===== src/rtl/hazard_scoreboard.sv =====
// hazard_scoreboard: in-order record of issued instructions (rd, we, late).
// Raises a decode stall when a source's youngest in-flight writer is a
// late producer that cannot be bypassed yet. Drains at writeback, clears on flush.

// Per-slot decode: liveness of the slot and source-register matches.
module hs_slot #(
  parameter int DEPTH = 4,
  parameter int CNT_W = 3,
  parameter int PTR_W = 2,
  parameter int SLOT  = 0
) (
  input  logic [PTR_W-1:0] head,
  input  logic [CNT_W-1:0] cnt,
  input  logic             retire_valid,
  input  logic [4:0]       rd,
  input  logic             we,
  input  logic [4:0]       rs1,
  input  logic [4:0]       rs2,
  output logic             hit1,
  output logic             hit2
);
  logic [PTR_W-1:0] off;
  logic             live;

  // Age of this slot relative to head; the retiring head is covered by MEM/WB forwarding.
  always_comb begin
    off  = PTR_W'(SLOT) - head;
    live = (CNT_W'(off) < cnt) && !((off == '0) && retire_valid);
    hit1 = live && we && (rd == rs1);
    hit2 = live && we && (rd == rs2);
  end
endmodule

module hazard_scoreboard #(
  parameter int DEPTH = 4,
  parameter int CNT_W = 3
) (
  input  logic             clk,
  input  logic             rst_n,
  input  logic             issue_valid,
  input  logic [4:0]       issue_rd,
  input  logic             issue_we,
  input  logic             issue_late,
  input  logic [4:0]       query_rs1,
  input  logic [4:0]       query_rs2,
  input  logic             query_rs1_used,
  input  logic             query_rs2_used,
  input  logic             retire_valid,
  input  logic [4:0]       retire_rd,
  input  logic             flush,
  output logic             stall,
  output logic [CNT_W-1:0] occupancy,
  output logic [31:0]      late_mask,
  output logic             protocol_error
);
  localparam int PTR_W = (DEPTH > 1) ? $clog2(DEPTH) : 1;

  typedef struct packed {
    logic [4:0] rd;
    logic       we;
    logic       late;
  } ent_t;

  ent_t [DEPTH-1:0] fifo_q, fifo_d;
  logic [PTR_W-1:0] head_q, head_d, tail_q, tail_d;
  logic [CNT_W-1:0] cnt_q, cnt_d;
  logic [31:0]      mask_q, mask_d;
  logic             perr_q, perr_d;

  logic [DEPTH-1:0] hit1, hit2;
  logic             haz1, haz2, full, push, pop;

  for (genvar g = 0; g < DEPTH; g++) begin : g_slot
    hs_slot #(.DEPTH(DEPTH), .CNT_W(CNT_W), .PTR_W(PTR_W), .SLOT(g)) u_slot (
      .head         (head_q),
      .cnt          (cnt_q),
      .retire_valid (retire_valid),
      .rd           (fifo_q[g].rd),
      .we           (fifo_q[g].we),
      .rs1          (query_rs1),
      .rs2          (query_rs2),
      .hit1         (hit1[g]),
      .hit2         (hit2[g])
    );
  end

  // Walk oldest to youngest so the last matching writer decides the hazard.
  always_comb begin
    logic [PTR_W-1:0] idx;
    haz1 = 1'b0;
    haz2 = 1'b0;
    for (int k = 0; k < DEPTH; k++) begin
      idx = head_q + PTR_W'(k);
      if (hit1[idx]) haz1 = fifo_q[idx].late;
      if (hit2[idx]) haz2 = fifo_q[idx].late;
    end
    haz1 = haz1 && query_rs1_used && (query_rs1 != 5'd0);
    haz2 = haz2 && query_rs2_used && (query_rs2 != 5'd0);
    full  = (cnt_q == CNT_W'(DEPTH));
    stall = haz1 || haz2 || (full && !retire_valid);
  end

  // Next FIFO state, error flag and the late mask of the post-update contents.
  always_comb begin
    logic [PTR_W-1:0] off;
    push   = issue_valid && !stall && !flush;
    pop    = retire_valid && (cnt_q != '0);
    fifo_d = fifo_q;
    if (push) begin
      fifo_d[tail_q].rd   = issue_rd;
      fifo_d[tail_q].we   = issue_we && (issue_rd != 5'd0);
      fifo_d[tail_q].late = issue_late;
    end
    tail_d = push ? tail_q + PTR_W'(1) : tail_q;
    head_d = pop  ? head_q + PTR_W'(1) : head_q;
    cnt_d  = cnt_q;
    if (push && !pop)      cnt_d = cnt_q + CNT_W'(1);
    else if (pop && !push) cnt_d = cnt_q - CNT_W'(1);
    if (flush) begin
      head_d = tail_q;
      tail_d = tail_q;
      cnt_d  = '0;
    end
    perr_d = perr_q;
    if (retire_valid && ((cnt_q == '0) ||
        (fifo_q[head_q].we && (fifo_q[head_q].rd != retire_rd))))
      perr_d = 1'b1;
    mask_d = '0;
    for (int i = 0; i < DEPTH; i++) begin
      off = PTR_W'(i) - head_d;
      if ((CNT_W'(off) < cnt_d) && fifo_d[i].we && fifo_d[i].late)
        mask_d[fifo_d[i].rd] = 1'b1;
    end
  end

  // State registers.
  always_ff @(posedge clk or negedge rst_n) begin
    if (!rst_n) begin
      fifo_q <= '0;
      head_q <= '0;
      tail_q <= '0;
      cnt_q  <= '0;
      mask_q <= '0;
      perr_q <= 1'b0;
    end else begin
      fifo_q <= fifo_d;
      head_q <= head_d;
      tail_q <= tail_d;
      cnt_q  <= cnt_d;
      mask_q <= mask_d;
      perr_q <= perr_d;
    end
  end

  assign occupancy      = cnt_q;
  assign late_mask      = mask_q;
  assign protocol_error = perr_q;
endmodule

===== config.mk =====
export PLATFORM = sky130hd
export DESIGN_NAME = hazard_scoreboard
export DESIGN_NICKNAME = d
export VERILOG_FILES = /design/src/rtl/hazard_scoreboard.sv
export SDC_FILE = /design/constraint.sdc
export NUM_CORES = 1
export LEC_CHECK = 0
export CAP_MARGIN = 20
export CORE_MARGIN = 1.5
export CORE_UTILIZATION = 40
export DETAILED_ROUTE_END_ITERATION = 10
export GPL_TIMING_DRIVEN = 0
export PLACE_DENSITY = 0.69
export SKIP_LAST_GASP = 1
export SYNTH_ARGS = -nofsm -noshare
export SYNTH_HDL_FRONTEND = slang
export SYNTH_SLANG_ARGS = --single-unit

===== constraint.sdc =====
create_clock -name clk -period 10 [get_ports clk]
set_input_delay 2 -clock clk [delete_from_list [all_inputs] [get_ports clk]]
set_output_delay 2 -clock clk [all_outputs]
set_load 0.1 [all_outputs]

Word level (Yosys, flattened, before mapping)
Index checks and enable logic that the tools add are counted.
Storage, ports and cells
  register bits after elaboration: 68
  bits of input ports: 29
  output and inout port bits: 37
  word-level logic and storage cells: 194
Operators by class
  add/sub/neg operators: 14
  magnitude comparators: 22
  equal/unequal tests: 10
  muxes and demuxes: 59
  bitwise logic cells: 4
  reductions and logical operators: 68
Operators with widths (count)
  $mux W32: 4
  $or A32 B32 Y32: 3
  $bwmux W28: 3
  $bmux W7 S2: 4
  $logic_and A1 B1 Y1: 46
  $demux W7 S2: 3
  $eq A5 B5 Y1: 8
  $mux W28: 1
  $lt A2 B3 Y1: 8
  $lt A5 B6 Y1 const B: 4
  $mux W1: 24
  $demux W1 S5: 4
  $ge A5 B1 Y1 const B: 4
  $bmux W1 S2: 8
  $lt A2 B3 Y1 const B: 5
  $reduce_bool A5 Y1: 3
  $mux W7: 2
  $logic_not A1 Y1: 9
  $mux W3: 3
  $logic_not A2 Y1: 4
  $sub A1 B2 Y2 const A: 4
  $sub A2 B2 Y2 const A: 4
  $mux W2: 3
  $ne A5 B5 Y1: 1
  11 further kinds: 15

Logic depth before layout (Yosys ltp)
Gate-level depths: netlist (run 1).
  word-level depth: 35
  mapped depth: 25

By module
Synthesis (run 1) repeated with hierarchy kept, for this count alone.
Second synthesis, totals
  cells, all modules: 625
  area, all modules: 5980.7 µm²
Modules (own cells, without submodules)
  hazard_scoreboard: times used 1, cells each 531, area each 5280.1 µm²
  hs_slot at g_slot[0].u_slot: times used 1, cells each 25, area each 180.2 µm²
  hs_slot at g_slot[2].u_slot: times used 1, cells each 24, area each 176.4 µm²
  hs_slot at g_slot[3].u_slot: times used 1, cells each 23, area each 172.7 µm²
  hs_slot at g_slot[1].u_slot: times used 1, cells each 22, area each 171.4 µm²

Worst setup path before layout (run 1)
Ideal clock, no wire load.
  path type: input-to-output
  start point: in query_rs1[1]
  end point: out stall
  arrival time: 4413 ps
  data required time: 8000 ps
  setup slack: 3587 ps
  cell stages on the path: 8
  cells stage by stage: buf_2 > xor2_1 > nor3_1 > nand3_1 > mux4_2 > or3_1 > o211ai_2 > nand3_1
Between the ends
  word-level cells in the longest chain between the ends: 12
  elaborated cells on any way between the ends: 25
Ends and longest elaborated chain
  from (decl): RTL line 44  | input logic [4:0] query_rs1,
  $eq A5 B5 Y1: RTL line 29  | hit1 = live && we && (rd == rs1);
  $logic_and A1 B1 Y1: RTL line 29
  $bmux W1 S2: RTL line 94  | if (hit1[idx]) haz1 = fifo_q[idx].late;
  $mux W1 (implied by the code): RTL line 94
  $mux W1 (4 in a row): RTL line 94
  $logic_and A1 B1 Y1: RTL line 97  | haz1 = haz1 && query_rs1_used && (query_rs1 != 5'd0);
  $logic_and A1 B1 Y1 *: RTL line 97
  $logic_or A1 B1 Y1 * (2 in a row): RTL line 100  | stall = haz1 || haz2 || (full && !retire_valid);
  to (decl): RTL line 51  | output logic stall,
Every way passes the cells marked *; elsewhere a longest branch is shown, timed or not. The select of a mux whose other input is x is not followed.

Final worst setup path (run 1)
  start point: in retire_valid
  end point: out stall
Between the ends
  word-level cells in the longest chain between the ends: 15
  elaborated cells on any way between the ends: 56
Ends and longest elaborated chain
  from (decl): RTL line 48  | input logic retire_valid,
  $logic_and A1 B1 Y1: RTL line 28  | live = (CNT_W'(off) < cnt) && !((off == '0) && retire_valid);
  $logic_not A1 Y1: RTL line 28
  $logic_and A1 B1 Y1: RTL line 28
  $logic_and A1 B1 Y1: RTL line 29, 30
  $logic_and A1 B1 Y1 (on tied branches): RTL line 29, 30
  $bmux W1 S2 (on tied branches): RTL line 94, 95
  $mux W1 (on tied branches) (5 in a row): RTL line 94, 95
  $logic_and A1 B1 Y1 (on tied branches) (2 in a row): RTL line 97, 98
  $logic_or A1 B1 Y1: RTL line 100
  $logic_or A1 B1 Y1 *: RTL line 100
Marks and branches as above.

==> results_dict.tcl, run 1 <==
set metrics [dict create \
    status "complete, no violations" \
    vias_per_cell 6.33 \
    reg2regPathDepth 25 \
    ant_nets 0 \
    p_comb_share_pct 69.6 \
    leakage_nw 3.01 \
    layout_common_cells "nand3_1 (73), nor3_1 (72), nand2_1 (69), dfrtp_1 (68), clkdlybuf4s50_1 (52)" \
    fin_cells 1125 \
    seq_area_um2 1700 \
    first_iter_violations 912 \
    slew_viol_final 0 \
    worstPathMaxFanout 8 \
    cts_setup_buffers 0 \
    finalCritPeriodShare_pct 77.4 \
    fin_skew_ns 0.00963 \
    cp_common_cell "clkdlybuf4s50_1" \
    clock-sinks 68 \
    grt_first_pass_wirelength_mm 37.5 \
    drc_errors 0 \
    clock_power_share_pct 12.7 \
    die_x_um 133 \
    synth.largest_area_cell "dfrtp_1" \
    p_int_w 0.00110 \
    arrival_ns 5.74 \
    track_usage_pct 27.5 \
    switching_share_pct 55.9 \
    async_flop_share_pct 100 \
    r2r_setup_slack_ns 3.44 \
    ios 66 \
    cts_tree "yes" \
    hold_viol 0 \
    start_util_pct 40.7 \
    startpoint "retire_valid" \
    overflow 0 \
    final_common_cell "nand3_1" \
    slowest_stage "clkdlybuf4s50_1" \
    clk_pin_slew_ns 0.06 \
    core_area_um2 16500 \
    num_rows 47 \
    p_sw_w 0.00139 \
    ys.flop_type "dfrtp_1" \
    grt_pass1_vias 6728 \
    reg2reg_from "head_q[0]$_DFF_PN0_" \
    hold_path.class "flip-flop to flip-flop" \
    required_ns 8.00 \
    wire_per_inst_um 21.6 \
    holdBufCountCts 0 \
    slowest_delay_ns 1.13 \
    grt_max_degree 69 \
    ctsHtreeMaxLevel 3 \
    cpLargestDelayFamily "buffers and inverters" \
    syn_area_um2 6730 \
    clk_root_buffer_cell "clkbuf_16" \
    crit_chain "clkdlybuf4s50_1, a21bo_2, a311oi_2, and4_1, mux2i_1, a221o_1, a2111o_1, nand3_1, clkdlybuf4s50_1" \
    synth.area.top_cells "dfrtp_1 (25%), nand3_1 (5.4%), nor3_1 (5.4%), nand2_1 (3.9%), mux2_2 (3.7%)" \
    cp_num_buf_inv 2 \
    crit_end "stall" \
    dp_cells 1109 \
    multi_input_area_um2 4570 \
    netlist.area_leader.share_pct 25.3 \
    insertion_delay_ns 0.35 \
    cts_inserted_buffers 9 \
    critPathLaunchType "primary input" \
    worst_slew_pin_slew_ns 0.992 \
    drt_wl_total_mm 24.4 \
    p_seq_share_pct 17.7 \
    crit_path_end_kind "output pin" \
    cp_num_cells 9 \
    antenna_found_initial 0 \
    cts.repair.resized 0 \
    dr.pass1.iters 5 \
    syn_avg_cell_area_um2 8.05 \
    r2r-end "late_mask[15]$_DFF_PN0_" \
    die_y_um 133 \
    ys_seq_area_share_pct 25.3 \
    power-per-cell-area_nw_per_um2 317 \
    n_antenna_cell 0 \
    critPathKind "primary input to output pin" \
    setup_viol 0 \
    clockBufferDepth 2 \
    fmax_ghz 0.129 \
    slew_headroom_pct 33.7 \
    final.min_clock_period_ns 7.74 \
    synth_edf_count 0 \
    syn_nets 883 \
    yosysWarnings 0 \
    p_total_w 0.00249 \
    ys_seq_elements 68 \
    layout.nets 948 \
    max_cap_viol_count 0 \
    portBuffers 53 \
    vias 7119 \
    placed_cell_area_um2 7560 \
    tns_ns 0 \
    peakVddDrop_mv 0.116 \
    die_area_um2 17600 \
    rsz0062_at_grt "false" \
    fill_cells 1610 \
    finalInstanceArea_um2 7850 \
    drive_gt1_share_pct 13.4 \
    syn_to_final_growth_pct 16.7 \
    dp_hpwl_mm 18.2 \
    synth_cell_types 81 \
    gp_congestion 0.977 \
    synth_cells 835 \
]
## kinds of logic after synthesis
logic type	Yosys count	synth area share [%]
AOI/OAI and AO/OA	145	15.0
DFF	68	25.3
and+or+nand+nor	406	33.2
buffers and inverters	99	6.77
xor gates and xnor gates	49	6.49
adders and majority gates	19	3.53
muxes	49	9.69
## metrics by stage
step | setup WS [ns] | util, % | hold WS, ns
2_1_floorplan | 3.59 | - | 0.492
3_3_place_gp | 2.30 | 45.6 | 0.445
3_5_place_dp | 2.31 | 45.7 | 0.459
4_1_cts | 2.30 | 47.5 | 0.473
5_1_grt | 2.20 | 47.5 | 0.483
6_report | 2.26 | 47.5 | 0.479
## per-layer routing
layer	part of all wire (%)	track usage (%)	vias up	routed length (µm)
met5	0	0	-	0
met4	3.2	9.95	0	783
met3	9.2	5.82	73	2240
met2	44	42.3	436	10800
met1	43	38.1	3395	10500
li1	-	-	3215	-
## worst min path at each step
stage,start,endpoint,slack (ns),cells after the start
floorplan,fifo_q[15]$_DFF_PN0_,fifo_q[15]$_DFF_PN0_,0.49,2
global placement,protocol_error$_DFFE_PN0P_,protocol_error$_DFFE_PN0P_,0.44,1
detailed placement,protocol_error$_DFFE_PN0P_,protocol_error$_DFFE_PN0P_,0.46,1
CTS,protocol_error$_DFFE_PN0P_,protocol_error$_DFFE_PN0P_,0.47,1
global route,protocol_error$_DFFE_PN0P_,protocol_error$_DFFE_PN0P_,0.48,1
finish,protocol_error$_DFFE_PN0P_,protocol_error$_DFFE_PN0P_,0.48,1
## final cells by class
class | instances | area share [%]
flip-flops and latches | 68 | 21.7
multi-input cells | 668 | 58.2
repair buffers | 54 | 7.08
inverters | 18 | 0.861
clock inverters | 7 | 0.861
clock buffers | 9 | 2.87
well taps | 220 | 3.51
plain buffers | 81 | 4.94
## cells in the mapped netlist, types with 13 or more instances
library cell and count:
nand3_1 73, nor3_1 72, nand2_1 69, dfrtp_1 68
o21ai_0 49, nor2_1 48, clkbuf_1 38, nand4_1 35
buf_2 28, xor2_1 28, a21oi_1 25, mux2_2 22
xnor2_1 20, ha_1 19, nand3b_1 18, inv_1 15
mux2i_1 15, nand4b_1 13, o31ai_1 13
## sequential cells by signal (all words and copies together), names as in the netlist
signal / cells
head_q: 2
late_mask: 32
tail_q: 2
fifo_q: 28
occupancy: 3
protocol_error: 1
## power by group through the flow
stage               Sequential (W)  Combinational (W)  Clock, W
floorplan                 0.000515            0.00113         0
global placement          0.000441            0.00165         0
detailed placement        0.000443            0.00167         0
CTS                       0.000439            0.00167  0.000320
global route              0.000450            0.00183  0.000333
finish                    0.000441            0.00173  0.000317
No activity file was read; power rests on OpenSTA's default activity.
==> run 2, diff against run 1 <==
- clock period: 10 -> 7.7 ns (I/O delays scaled with it)
==> results of run 2 <==
The final DEF is identical to that of run 1. Status: complete, no violations.
Main changes from that run: setup slack after placement 2.31 ns -> 0.929 ns; setup slack after layout 2.26 ns -> 0.804 ns; start point of the critical path retire_valid -> head_q[0]$_DFF_PN0_; register-to-register setup slack 3.44 ns -> 1.14 ns; total power 0.00249 W -> 0.00323 W; worst IR drop on VDD 0.116 mV -> 0.150 mV
